<file path="src/rtl/fp_pkg.sv">
// Shared IEEE-754 single-precision definitions for the divider and the sqrt datapath.
package fp_pkg;

    localparam int SIGN_W   = 1;
    localparam int EXP_W    = 8;
    localparam int MANT_W   = 23;
    localparam int EXP_BIAS = 127;

    localparam logic [31:0] QNAN    = 32'h7FC0_0000;
    localparam logic [31:0] POS_INF = 32'h7F80_0000;

    typedef enum logic [1:0] {
        ZERO   = 2'd0,
        NORMAL = 2'd1,
        INF    = 2'd2,
        NAN    = 2'd3
    } fp_class_e;

    typedef enum logic [1:0] {
        IDLE   = 2'd0,
        UNPACK = 2'd1,
        ITER   = 2'd2,
        ROUND  = 2'd3
    } div_state_e;

    function automatic logic [31:0] signed_inf(input logic sign);
        return {sign, POS_INF[30:0]};
    endfunction

    function automatic logic [31:0] signed_zero(input logic sign);
        return {sign, 31'd0};
    endfunction

endpackage

</file>
<file path="src/rtl/fp_unpack.sv">
// Splits one single-precision operand into fields and classifies it; denormals read as zero.
module fp_unpack
    import fp_pkg::*;
(
    input  logic [31:0]       op,
    output logic              sign,
    output logic [EXP_W-1:0]  exp,
    output logic [MANT_W:0]   mant,
    output fp_class_e         cls
);

    // field split and classification
    always_comb begin
        sign = op[31];
        exp  = op[30:23];
        mant = {1'b1, op[22:0]};
        if (op[30:23] == 8'd0) begin
            cls = ZERO;
        end else if (op[30:23] == 8'hFF) begin
            if (op[22:0] != 23'd0) begin
                cls = NAN;
            end else begin
                cls = INF;
            end
        end else begin
            cls = NORMAL;
        end
    end

endmodule

</file>
<file path="src/rtl/fp_div_seq.sv">
// Fixed-latency sequential single-precision divider: restoring mantissa division,
// one quotient bit per cycle, round-to-nearest-even, QBITS+2 cycles start to done.
module fp_div_seq
    import fp_pkg::*;
#(
    parameter int QBITS = 26
) (
    input  logic        fp_clk,
    input  logic        reset_n,
    input  logic [31:0] A,
    input  logic [31:0] B,
    input  logic        start,
    output logic        busy,
    output logic        done,
    output logic [31:0] Out
);

    localparam int CNT_W = $clog2(QBITS);

    div_state_e        state_r, state_s;
    logic [31:0]       a_r, b_r;
    logic              sa_s, sb_s;
    logic [7:0]        ea_s, eb_s;
    logic [23:0]       ma_s, mb_s;
    fp_class_e         ca_s, cb_s;
    logic signed [9:0] ediff_s;

    logic              sign_r;
    fp_class_e         cls_a_r, cls_b_r;
    logic [23:0]       mb_r;
    logic [24:0]       rem_r;
    logic [QBITS-1:0]  q_r;
    logic signed [9:0] e_r;
    logic [CNT_W-1:0]  cnt_r;
    logic              busy_r, done_r;
    logic [31:0]       out_r;

    logic              ge_s;
    logic [23:0]       sub_s;
    logic [QBITS-2:0]  qn_s;
    logic signed [9:0] en_s, ef_s;
    logic              guard_s, sticky_s, inc_s, carry_s;
    logic [22:0]       frac_s;
    logic [31:0]       result_s;

    fp_unpack u_unpack_a (.op(a_r), .sign(sa_s), .exp(ea_s), .mant(ma_s), .cls(ca_s));
    fp_unpack u_unpack_b (.op(b_r), .sign(sb_s), .exp(eb_s), .mant(mb_s), .cls(cb_s));

    assign ediff_s = $signed({2'b00, ea_s}) - $signed({2'b00, eb_s}) + 10'sd127;

    // next-state logic
    always_comb begin
        state_s = state_r;
        case (state_r)
            IDLE: begin
                if (start) begin
                    state_s = UNPACK;
                end else begin
                    state_s = IDLE;
                end
            end
            UNPACK: state_s = ITER;
            ITER: begin
                if (cnt_r == CNT_W'(QBITS - 1)) begin
                    state_s = ROUND;
                end else begin
                    state_s = ITER;
                end
            end
            ROUND:   state_s = IDLE;
            default: state_s = IDLE;
        endcase
    end

    // state register
    always_ff @(posedge fp_clk) begin
        if (!reset_n) begin
            state_r <= IDLE;
        end else begin
            state_r <= state_s;
        end
    end

    // one restoring step; a non-subtracting remainder is already below 2^24
    always_comb begin
        ge_s = (rem_r >= {1'b0, mb_r});
        if (ge_s) begin
            sub_s = rem_r[23:0] - mb_r;
        end else begin
            sub_s = rem_r[23:0];
        end
    end

    // operand capture, unpack and iteration datapath
    always_ff @(posedge fp_clk) begin
        if (!reset_n) begin
            a_r     <= 32'd0;
            b_r     <= 32'd0;
            sign_r  <= 1'b0;
            cls_a_r <= ZERO;
            cls_b_r <= ZERO;
            mb_r    <= 24'd0;
            rem_r   <= 25'd0;
            q_r     <= '0;
            e_r     <= 10'sd0;
            cnt_r   <= '0;
        end else begin
            case (state_r)
                IDLE: begin
                    if (start) begin
                        a_r <= A;
                        b_r <= B;
                    end
                end
                UNPACK: begin
                    sign_r  <= sa_s ^ sb_s;
                    cls_a_r <= ca_s;
                    cls_b_r <= cb_s;
                    mb_r    <= mb_s;
                    rem_r   <= {1'b0, ma_s};
                    q_r     <= '0;
                    e_r     <= ediff_s;
                    cnt_r   <= '0;
                end
                ITER: begin
                    rem_r <= {sub_s, 1'b0};
                    q_r   <= {q_r[QBITS-2:0], ge_s};
                    cnt_r <= cnt_r + 1'b1;
                end
                default: ;
            endcase
        end
    end

    // normalise, round to nearest even, range-check and apply special cases.
    // For normal operands the quotient lies in (0.5, 2), so the hidden bit is
    // q[QBITS-1] or q[QBITS-2]; qn_s holds only the bits below it.
    always_comb begin
        if (q_r[QBITS-1]) begin
            qn_s = q_r[QBITS-2:0];
            en_s = e_r;
        end else begin
            qn_s = {q_r[QBITS-3:0], 1'b0};
            en_s = e_r - 10'sd1;
        end
        guard_s  = qn_s[QBITS-25];
        sticky_s = (|qn_s[QBITS-26:0]) | (|rem_r);
        inc_s    = guard_s & (sticky_s | qn_s[QBITS-24]);
        {carry_s, frac_s} = {1'b0, qn_s[QBITS-2 -: 23]} + {23'd0, inc_s};
        if (carry_s) begin
            ef_s = en_s + 10'sd1;
        end else begin
            ef_s = en_s;
        end

        if (cls_a_r == NAN || cls_b_r == NAN ||
            (cls_a_r == ZERO && cls_b_r == ZERO) ||
            (cls_a_r == INF && cls_b_r == INF)) begin
            result_s = QNAN;
        end else if (cls_b_r == ZERO || cls_a_r == INF) begin
            result_s = signed_inf(sign_r);
        end else if (cls_a_r == ZERO || cls_b_r == INF) begin
            result_s = signed_zero(sign_r);
        end else if (ef_s >= 10'sd255) begin
            result_s = signed_inf(sign_r);
        end else if (ef_s <= 10'sd0) begin
            result_s = signed_zero(sign_r);
        end else begin
            result_s = {sign_r, ef_s[7:0], frac_s};
        end
    end

    // registered handshake and result
    always_ff @(posedge fp_clk) begin
        if (!reset_n) begin
            busy_r <= 1'b0;
            done_r <= 1'b0;
            out_r  <= 32'd0;
        end else begin
            done_r <= 1'b0;
            case (state_r)
                UNPACK: busy_r <= 1'b1;
                ROUND: begin
                    busy_r <= 1'b0;
                    done_r <= 1'b1;
                    out_r  <= result_s;
                end
                default: ;
            endcase
        end
    end

    assign busy = busy_r;
    assign done = done_r;
    assign Out  = out_r;

endmodule

</file>
<file path="config.mk">
export PLATFORM = sky130hd
export DESIGN_NAME = fp_div_seq
export DESIGN_NICKNAME = d
export VERILOG_FILES = /design/src/rtl/fp_pkg.sv /design/src/rtl/fp_unpack.sv /design/src/rtl/fp_div_seq.sv
export SDC_FILE = /design/constraint.sdc
export NUM_CORES = 1
export LEC_CHECK = 0
export ABC_AREA = 1
export BUFFER_PORTS_ARGS = -buffer_cell sky130_fd_sc_hd__buf_2
export CELL_PAD_IN_SITES_DETAIL_PLACEMENT = 1
export CELL_PAD_IN_SITES_GLOBAL_PLACEMENT = 1
export CORE_UTILIZATION = 47
export DETAILED_ROUTE_END_ITERATION = 7
export GPL_TIMING_DRIVEN = 1
export PLACE_DENSITY_LB_ADDON = 0.25
export SLEW_MARGIN = 20
export SYNTH_ARGS = -nofsm -noshare
export SYNTH_HDL_FRONTEND = slang
export SYNTH_SLANG_ARGS = --single-unit
</file>
<file path="constraint.sdc">
create_clock -name fp_clk -period 7.21 [get_ports fp_clk]
set_clock_uncertainty 0.2 [all_clocks]
set_input_delay 0.721 -clock fp_clk [delete_from_list [all_inputs] [get_ports fp_clk]]
set_output_delay 0.721 -clock fp_clk [all_outputs]
set_load 0.1 [all_outputs]
</file>
# Word level (Yosys, flattened, before mapping)
# Cells that the tools add are included.
dict set report totals {
  word_cells 79
  reg_bits 195
  latchBits 0
  romBits 0
  memories 0
  input_bits 67
  out_inout_bits 34
  ramBits 0
}
dict set report op_classes {
  reduce_logical 18
  n_lt_le_gt_ge 3
  n_mul 0
  mux 23
  bitwise_logic 4
  addsub 7
  shift 0
  div 0
  eq_ne 10
}
# operator n
set op_table {}
lappend op_table {{$mux 31} 4}
lappend op_table {{$pmux 26 s2} 1}
lappend op_table {{$pmux 25 s2} 1}
lappend op_table {{$reduce_bool 23->1} 2}
lappend op_table {{$mux 32} 1}
lappend op_table {{$ge 25x24->1} 1}
lappend op_table {{$mux 25} 1}
lappend op_table {{$reduce_or 25->1} 1}
lappend op_table {{$add 23x1->24} 1}
lappend op_table {{$mux 24} 1}
lappend op_table {{$sub 24x24->24} 1}
lappend op_table {{$mux 10} 2}
lappend op_table {{$eq 8x8->1 const B} 2}
lappend op_table {{$logic_not 8->1} 2}
lappend op_table {{$eq 2x2->1 const B} 6}
lappend op_table {{$add 10x2->10 const B} 1}
lappend op_table {{$add 9x8->10 const B} 1}
lappend op_table {{$ge 10x9->1 const B} 1}
lappend op_table {{$le 10x1->1 const B} 1}
lappend op_table {{$pmux 5 s2} 1}
lappend op_table {{$sub 10x2->10 const B} 1}
lappend op_table {{$sub 8x8->9} 1}
lappend op_table {{$mux 2} 4}
lappend op_table {{$pmux 2 s4} 1}
lappend op_table {{13 further kinds} 26}

# Logic depth before layout (Yosys ltp)
dict set report logic_depth {
  word_depth 12
  mapped_depth 21
  ltp_nobuf 21
}

# Hierarchy
# Synthesis repeated with hierarchy kept, for this count alone.
dict set report hier_totals {
  hier_cells 1649
  hier_area_um2 11342.1
}
# module cells_per_inst seq_area_each_um2 n_inst area_each_um2
set modules_own_cells {}
lappend modules_own_cells {fp_div_seq 1499 3903.7 1 10521.3}
lappend modules_own_cells {fp_unpack 75 0.0 2 410.4}

# Worst setup path after synthesis
# OpenSTA, ideal clock, no wires.
dict set report synth_path {
  path_type {register to register}
  from {register e_r[0]}
  to {register out_r[12], in the netlist Out[12]}
  stages_incl_launch_ff 18
  path_buffers 1
  required_time_ps 6890
  period_less_slack_ps 2770
  setup_time_ps 120
  arrival_ps 2450
  slack_ps 4440
  path_cell_list {dfxtp_1 inv_1 ha_1 o21ai_4 ha_1 nand2_1 nor2_1 xnor2_1 nand2_1 nand2_1 nand2_1 nor2_1 nand3_2 nand2_2 inv_2 nand3_4 buf_6 o21ai_2}
}
dict set report synth_between {
  elab_chain_cells 10
  word_cells_on_any_way 11
  cone_classes {add/sub: 2; order compare: 2; mux: 7}
}
# element line_no
set synth_rtl {}
lappend synth_rtl {{start, declared} fp_div_seq.sv:33} ;# logic signed [9:0] e_r;
lappend synth_rtl {{start signal, assigned} fp_div_seq.sv:122} ;# e_r <= ediff_s;
lappend synth_rtl {{$sub 10x2->10} fp_div_seq.sv:144} ;# en_s = e_r - 10'sd1;
lappend synth_rtl {{$mux 10 (*)} fp_div_seq.sv:139} ;# if (q_r[QBITS-1]) begin
lappend synth_rtl {{$add 10x2->10} fp_div_seq.sv:151} ;# ef_s = en_s + 10'sd1;
lappend synth_rtl {{$mux 10 (*)} fp_div_seq.sv:150} ;# if (carry_s) begin
lappend synth_rtl {{$le 10x1->1} fp_div_seq.sv:166} ;# end else if (ef_s <= 10'sd0) begin
lappend synth_rtl {{$mux 31} fp_div_seq.sv:166}
lappend synth_rtl {{$mux 31 (*)} fp_div_seq.sv:164} ;# end else if (ef_s >= 10'sd255) begin
lappend synth_rtl {{$mux 31 (*)} fp_div_seq.sv:162} ;# end else if (cls_a_r == ZERO || cls_b_r == INF) begin
lappend synth_rtl {{$mux 31 (*)} fp_div_seq.sv:160} ;# end else if (cls_b_r == ZERO || cls_a_r == INF) begin
lappend synth_rtl {{$mux 32 (*)} fp_div_seq.sv:156} ;# if (cls_a_r == NAN || cls_b_r == NAN ||
lappend synth_rtl {{end signal, assigned} fp_div_seq.sv:186} ;# out_r <= result_s;
lappend synth_rtl {{end, declared} fp_div_seq.sv:36} ;# logic [31:0] out_r;
# Mark *: on every way between the ends. The rest lies on a longest branch, timed or not.
# A chain may end at the register's enable or synchronous reset.

# Worst setup path in the final report
dict set report layout_path {
  from {register q_r[25]}
  to {register out_r[16], in the netlist Out[16]}
}
dict set report layout_between {
  elab_chain_cells 12
  word_cells_on_any_way 15
  cone_classes {add/sub: 2; order compare: 2; mux: 8; bitwise: 3}
}
# element line_no
set layout_rtl {}
lappend layout_rtl {{start, declared} fp_div_seq.sv:32} ;# logic [QBITS-1:0] q_r;
lappend layout_rtl {{start signal, assigned} fp_div_seq.sv:127} ;# q_r <= {q_r[QBITS-2:0], ge_s};
lappend layout_rtl {{$mux 25} fp_div_seq.sv:139}
lappend layout_rtl {{$or 1x1->1} fp_div_seq.sv:147} ;# sticky_s = (|qn_s[QBITS-26:0]) | (|rem_r);
lappend layout_rtl {{$or 1x1->1} fp_div_seq.sv:148} ;# inc_s = guard_s & (sticky_s | qn_s[QBITS-24]);
lappend layout_rtl {{$and 1x1->1} fp_div_seq.sv:148}
lappend layout_rtl {{$add 23x1->24} fp_div_seq.sv:149} ;# {carry_s, frac_s} = {1'b0, qn_s[QBITS-2 -: 23]} + {23'd0, inc_s};
lappend layout_rtl {{$mux 10} fp_div_seq.sv:150}
lappend layout_rtl {{$le 10x1->1} fp_div_seq.sv:166}
lappend layout_rtl {{$mux 31} fp_div_seq.sv:166}
lappend layout_rtl {{$mux 31 (*)} fp_div_seq.sv:164}
lappend layout_rtl {{$mux 31 (*)} fp_div_seq.sv:162}
lappend layout_rtl {{$mux 31 (*)} fp_div_seq.sv:160}
lappend layout_rtl {{$mux 32 (*)} fp_div_seq.sv:156}
# Marked as above.

==> qor.yml <==
timing:
  fmax_ghz: 0.243
  period_share_pct: 57.1
  rsz0062_at_grt: "no"
  finalSetupViolCount: 0
  maxSlewViolCount: 0
  relSlewSlack_pct: 27.0
  tns_ps: 0
  period_minus_slack_ps: 4120
  hold_violations: 0
  tightest_slew_ps: 1090
detailed_routing:
  drtPass1Iterations: 4
  vias: 10500
  vias_per_cell: 5.56
  first_iter_violations: 487
  ant_nets: 0
  wl_per_cell_um: 17.3
  routed_wl_mm: 32.6
  post-route-drc-count: 0
clock_network:
  hold_buffers: 0
  clock_latency_ps: 450
  clk_root_buffer_cell: "clkbuf_16"
  clock-sinks: 195
  cts_setup_buffers: 0
  cts.repair.resized: 0
  path_clk_slew_ps: 80
  cts_buffers: 17
  clock_path_buffers: 2
  cts_tree: "yes"
  cts_htree_levels: 4
critical_path:
  cp_common_cell: "nand2_1"
  worstSetupPathType: "register to register"
  r2r_slack_ps: 3090
  timing.rr.start: "q_r[25]$_SDFFE_PN0P_"
  critPathLaunchType: "register"
  cp_max_fo: 31
  cp_cell_sequence: "buf_4, inv_1, nand2_1, nand2_1, nor2_1, nand2_1, nor2_1, nand3_4, inv_2, nor2_1, a21oi_1, nor2_1, nand3_2, nand2_2, inv_2, nand3_4, inv_1, nand2_1, nand2_1"
  ff2ff_path_depth: 19
  endpoint_kind: "register"
  cp.arrival_ps: 4320
  setup.worst_path.start: "q_r[25]$_SDFFE_PN0P_"
  cp_slowest_stage_delay_ps: 650
  worstPathRequired_ps: 7410
  setup.worst_path.end: "Out[16]$_SDFFE_PN0P_"
  cpMaxStageDelayCell: "dfxtp_1"
  r2r-end: "Out[16]$_SDFFE_PN0P_"
min_path:
  min_path_type: "register to register"
yosys:
  synth_edf_count: 0
  yosys_warnings: 0
  postSynth.asyncResetShare_pct: 0
  netlist_area_sq_um: 10700
  ys_types: 52
  postSynthAreaPerCell_sq_um: 6.99
  syn_nets: 1642
  ys.flop_type: "dfxtp_1"
  ys_seq_area_share_pct: 36.5
  syn_inst: 1530
  synth_seq_cells: 195
floorplan:
  die_w_um: 153
  row_count: 54
  die-area_sq_um: 23400
  initial_core_util_pct: 48.4
  core_sq_um: 22100
  die_height_um: 153
  io_pins: 101
placed_design:
  placedInstanceArea_sq_um: 11300
  port_buffers: 100
  gp_congestion: 0.892
  post-dp-hpwl_mm: 23.5
cells_and_area:
  fin_nets: 1706
  final_cell_area_sq_um: 12000
  fillCellCount: 2941
  num_antenna_cells: 0
  area_growth_pct: 12.1
  layout-drive-gt1-share_pct: 11.4
grt:
  antenna_found_initial: 0
  grtUsageMet3_pct: 3.88
  grt_max_degree: 95
  grt_busiest_layer: "met2"
  overflow: 0
  grtUsageMet2_pct: 51.8
  grtUsageMet1_pct: 34.2
  track_usage_pct: 28.8
  grt_pass1_vias: 10700
  grt_first_pass_wirelength_mm: 54.3
run_status:
  status: "finished clean"
power_and_ir_drop:
  p_total_w: 0.00324
  ir_drop_v: 0.000162
  powerDensity_nw_per_um2: 270
  leakagePower_nw: 5.30
job:
  cap_viol_max_count: 0
## cells in the final DEF, fill, tap and decap left out, types with 4 or more instances in the layout
cell type  instances
clkinv_8           4
a21oi_1          120
clkbuf_16         17
o22ai_1           28
buf_2             99
buf_4              9
nand2_2            4
o211ai_1           4
nand3_2            4
o21ai_0          172
nor2_1           155
inv_2              5
nand3_1           52
nand4_1           28
nor2_2             6
xnor2_1           16
ha_1              43
o21ai_2           12
clkinv_1           4
a31oi_1            6
nand2_1          296
a21o_1             6
dfxtp_1          195
xor2_1            24
o21bai_1           6
inv_12             4
inv_1            188
nor3_1            12
a32oi_1           18
nor4_1            19
o21ai_1            6
## where the power goes
part	switching (W)	leakage [nW]	internal (W)
sequential	0.0000593	1.59	0.00115
combinational	0.000670	3.39	0.000319
clock	0.000525	0.317	0.000522
total	0.00125	5.30	0.00199
## routing by layer
metal	vias up	routed length (um)
li1	5201	-
met1	5015	14500
met2	206	16200
met3	68	782
met4	0	1040
met5	-	0
## worst max-delay path: cells and delay by family (launching register included)
kind	cells	cell delay [ps]
flip-flops	1	650
AO/OA/AOI/OAI	1	200
buffers and inverters	5	1210
AND/OR/NAND/NOR	13	1760
## worst min-delay path by stage
stage | cells past startpoint | to | start | slack [ps]
finish | 2 | Out[16]$_SDFFE_PN0P_ | Out[16]$_SDFFE_PN0P_ | 260
global route | 2 | Out[4]$_SDFFE_PN0P_ | Out[4]$_SDFFE_PN0P_ | 270
CTS | 2 | Out[4]$_SDFFE_PN0P_ | Out[4]$_SDFFE_PN0P_ | 260
detailed placement | 2 | Out[4]$_SDFFE_PN0P_ | Out[4]$_SDFFE_PN0P_ | 240
global placement | 1 | busy$_SDFFE_PN0P_ | busy$_SDFFE_PN0P_ | 230
floorplan | 2 | mb_r[10]$_SDFFE_PN0P_ | mb_r[10]$_SDFFE_PN0P_ | 240
## synth_stat cells, types with 4 or more instances
| cell type | instances | area [sq um] |
|---|---|---|
| clkinv_1 | 4 | 15.0 |
| inv_2 | 5 | 18.8 |
| nor4_1 | 19 | 119 |
| ha_1 | 43 | 538 |
| o22ai_1 | 28 | 175 |
| clkbuf_1 | 52 | 195 |
| xor2_1 | 24 | 210 |
| nor2_2 | 5 | 31.3 |
| a31oi_1 | 6 | 37.5 |
| xnor2_1 | 16 | 140 |
| nand4_1 | 28 | 175 |
| dfxtp_1 | 195 | 3900 |
| o21ai_1 | 6 | 30.0 |
| o21ai_2 | 12 | 105 |
| o21bai_1 | 6 | 45.0 |
| o21ai_0 | 172 | 861 |
| nand3_1 | 52 | 260 |
| nand2_1 | 297 | 1110 |
| nor3_1 | 12 | 60.1 |
| nand3_2 | 4 | 40.0 |
| inv_1 | 188 | 706 |
| a21o_1 | 6 | 45.0 |
| a21oi_1 | 120 | 601 |
| o211ai_1 | 4 | 30.0 |
| a32oi_1 | 18 | 158 |
| nor2_1 | 156 | 586 |
## stage by stage
step           instances  hold slack, ps  setup slack, ps  util [%]
5_1_grt             1887             270             2710      54.3
2_1_floorplan       1530             240             4440         -
4_1_cts             1887             256             3150      54.3
6_report            1887             257             3090      54.3
3_3_place_gp        1855             233             3500      51.3
3_5_place_dp        1855             240             3240      51.3
## cell type report
type                    count  area, sq um  area share (%)
multi-input cells        1075         5780            48.2
clock inverters            15          231            1.93
repair buffers            108          563            4.70
clock buffers              17          425            3.55
well taps                 280          350            2.92
inverters                 197          739            6.17
flip-flops and latches    195         3900            32.6
## kinds of logic (layout without fill, tap and decap cells)
logic type	count (synthesis)	after routing	share of synthesized area, %
compound gates	395	395	20.9
xor+xnor	41	41	3.53
fa+ha+maj	45	45	5.40
buf+inv	260	337	9.58
flops	195	195	36.5
simple gates	594	594	24.1
## registers in the layout, indices dropped and copies added (netlist names)
signal,cells
Out,32
a_r,32
b_r,32
q_r,26
rem_r,25
mb_r,24
e_r,10
cnt_r,5
cls_a_r,2
cls_b_r,2
state_r,2
busy,1
done,1
sign_r,1
(Power assumes the default switching activity.)
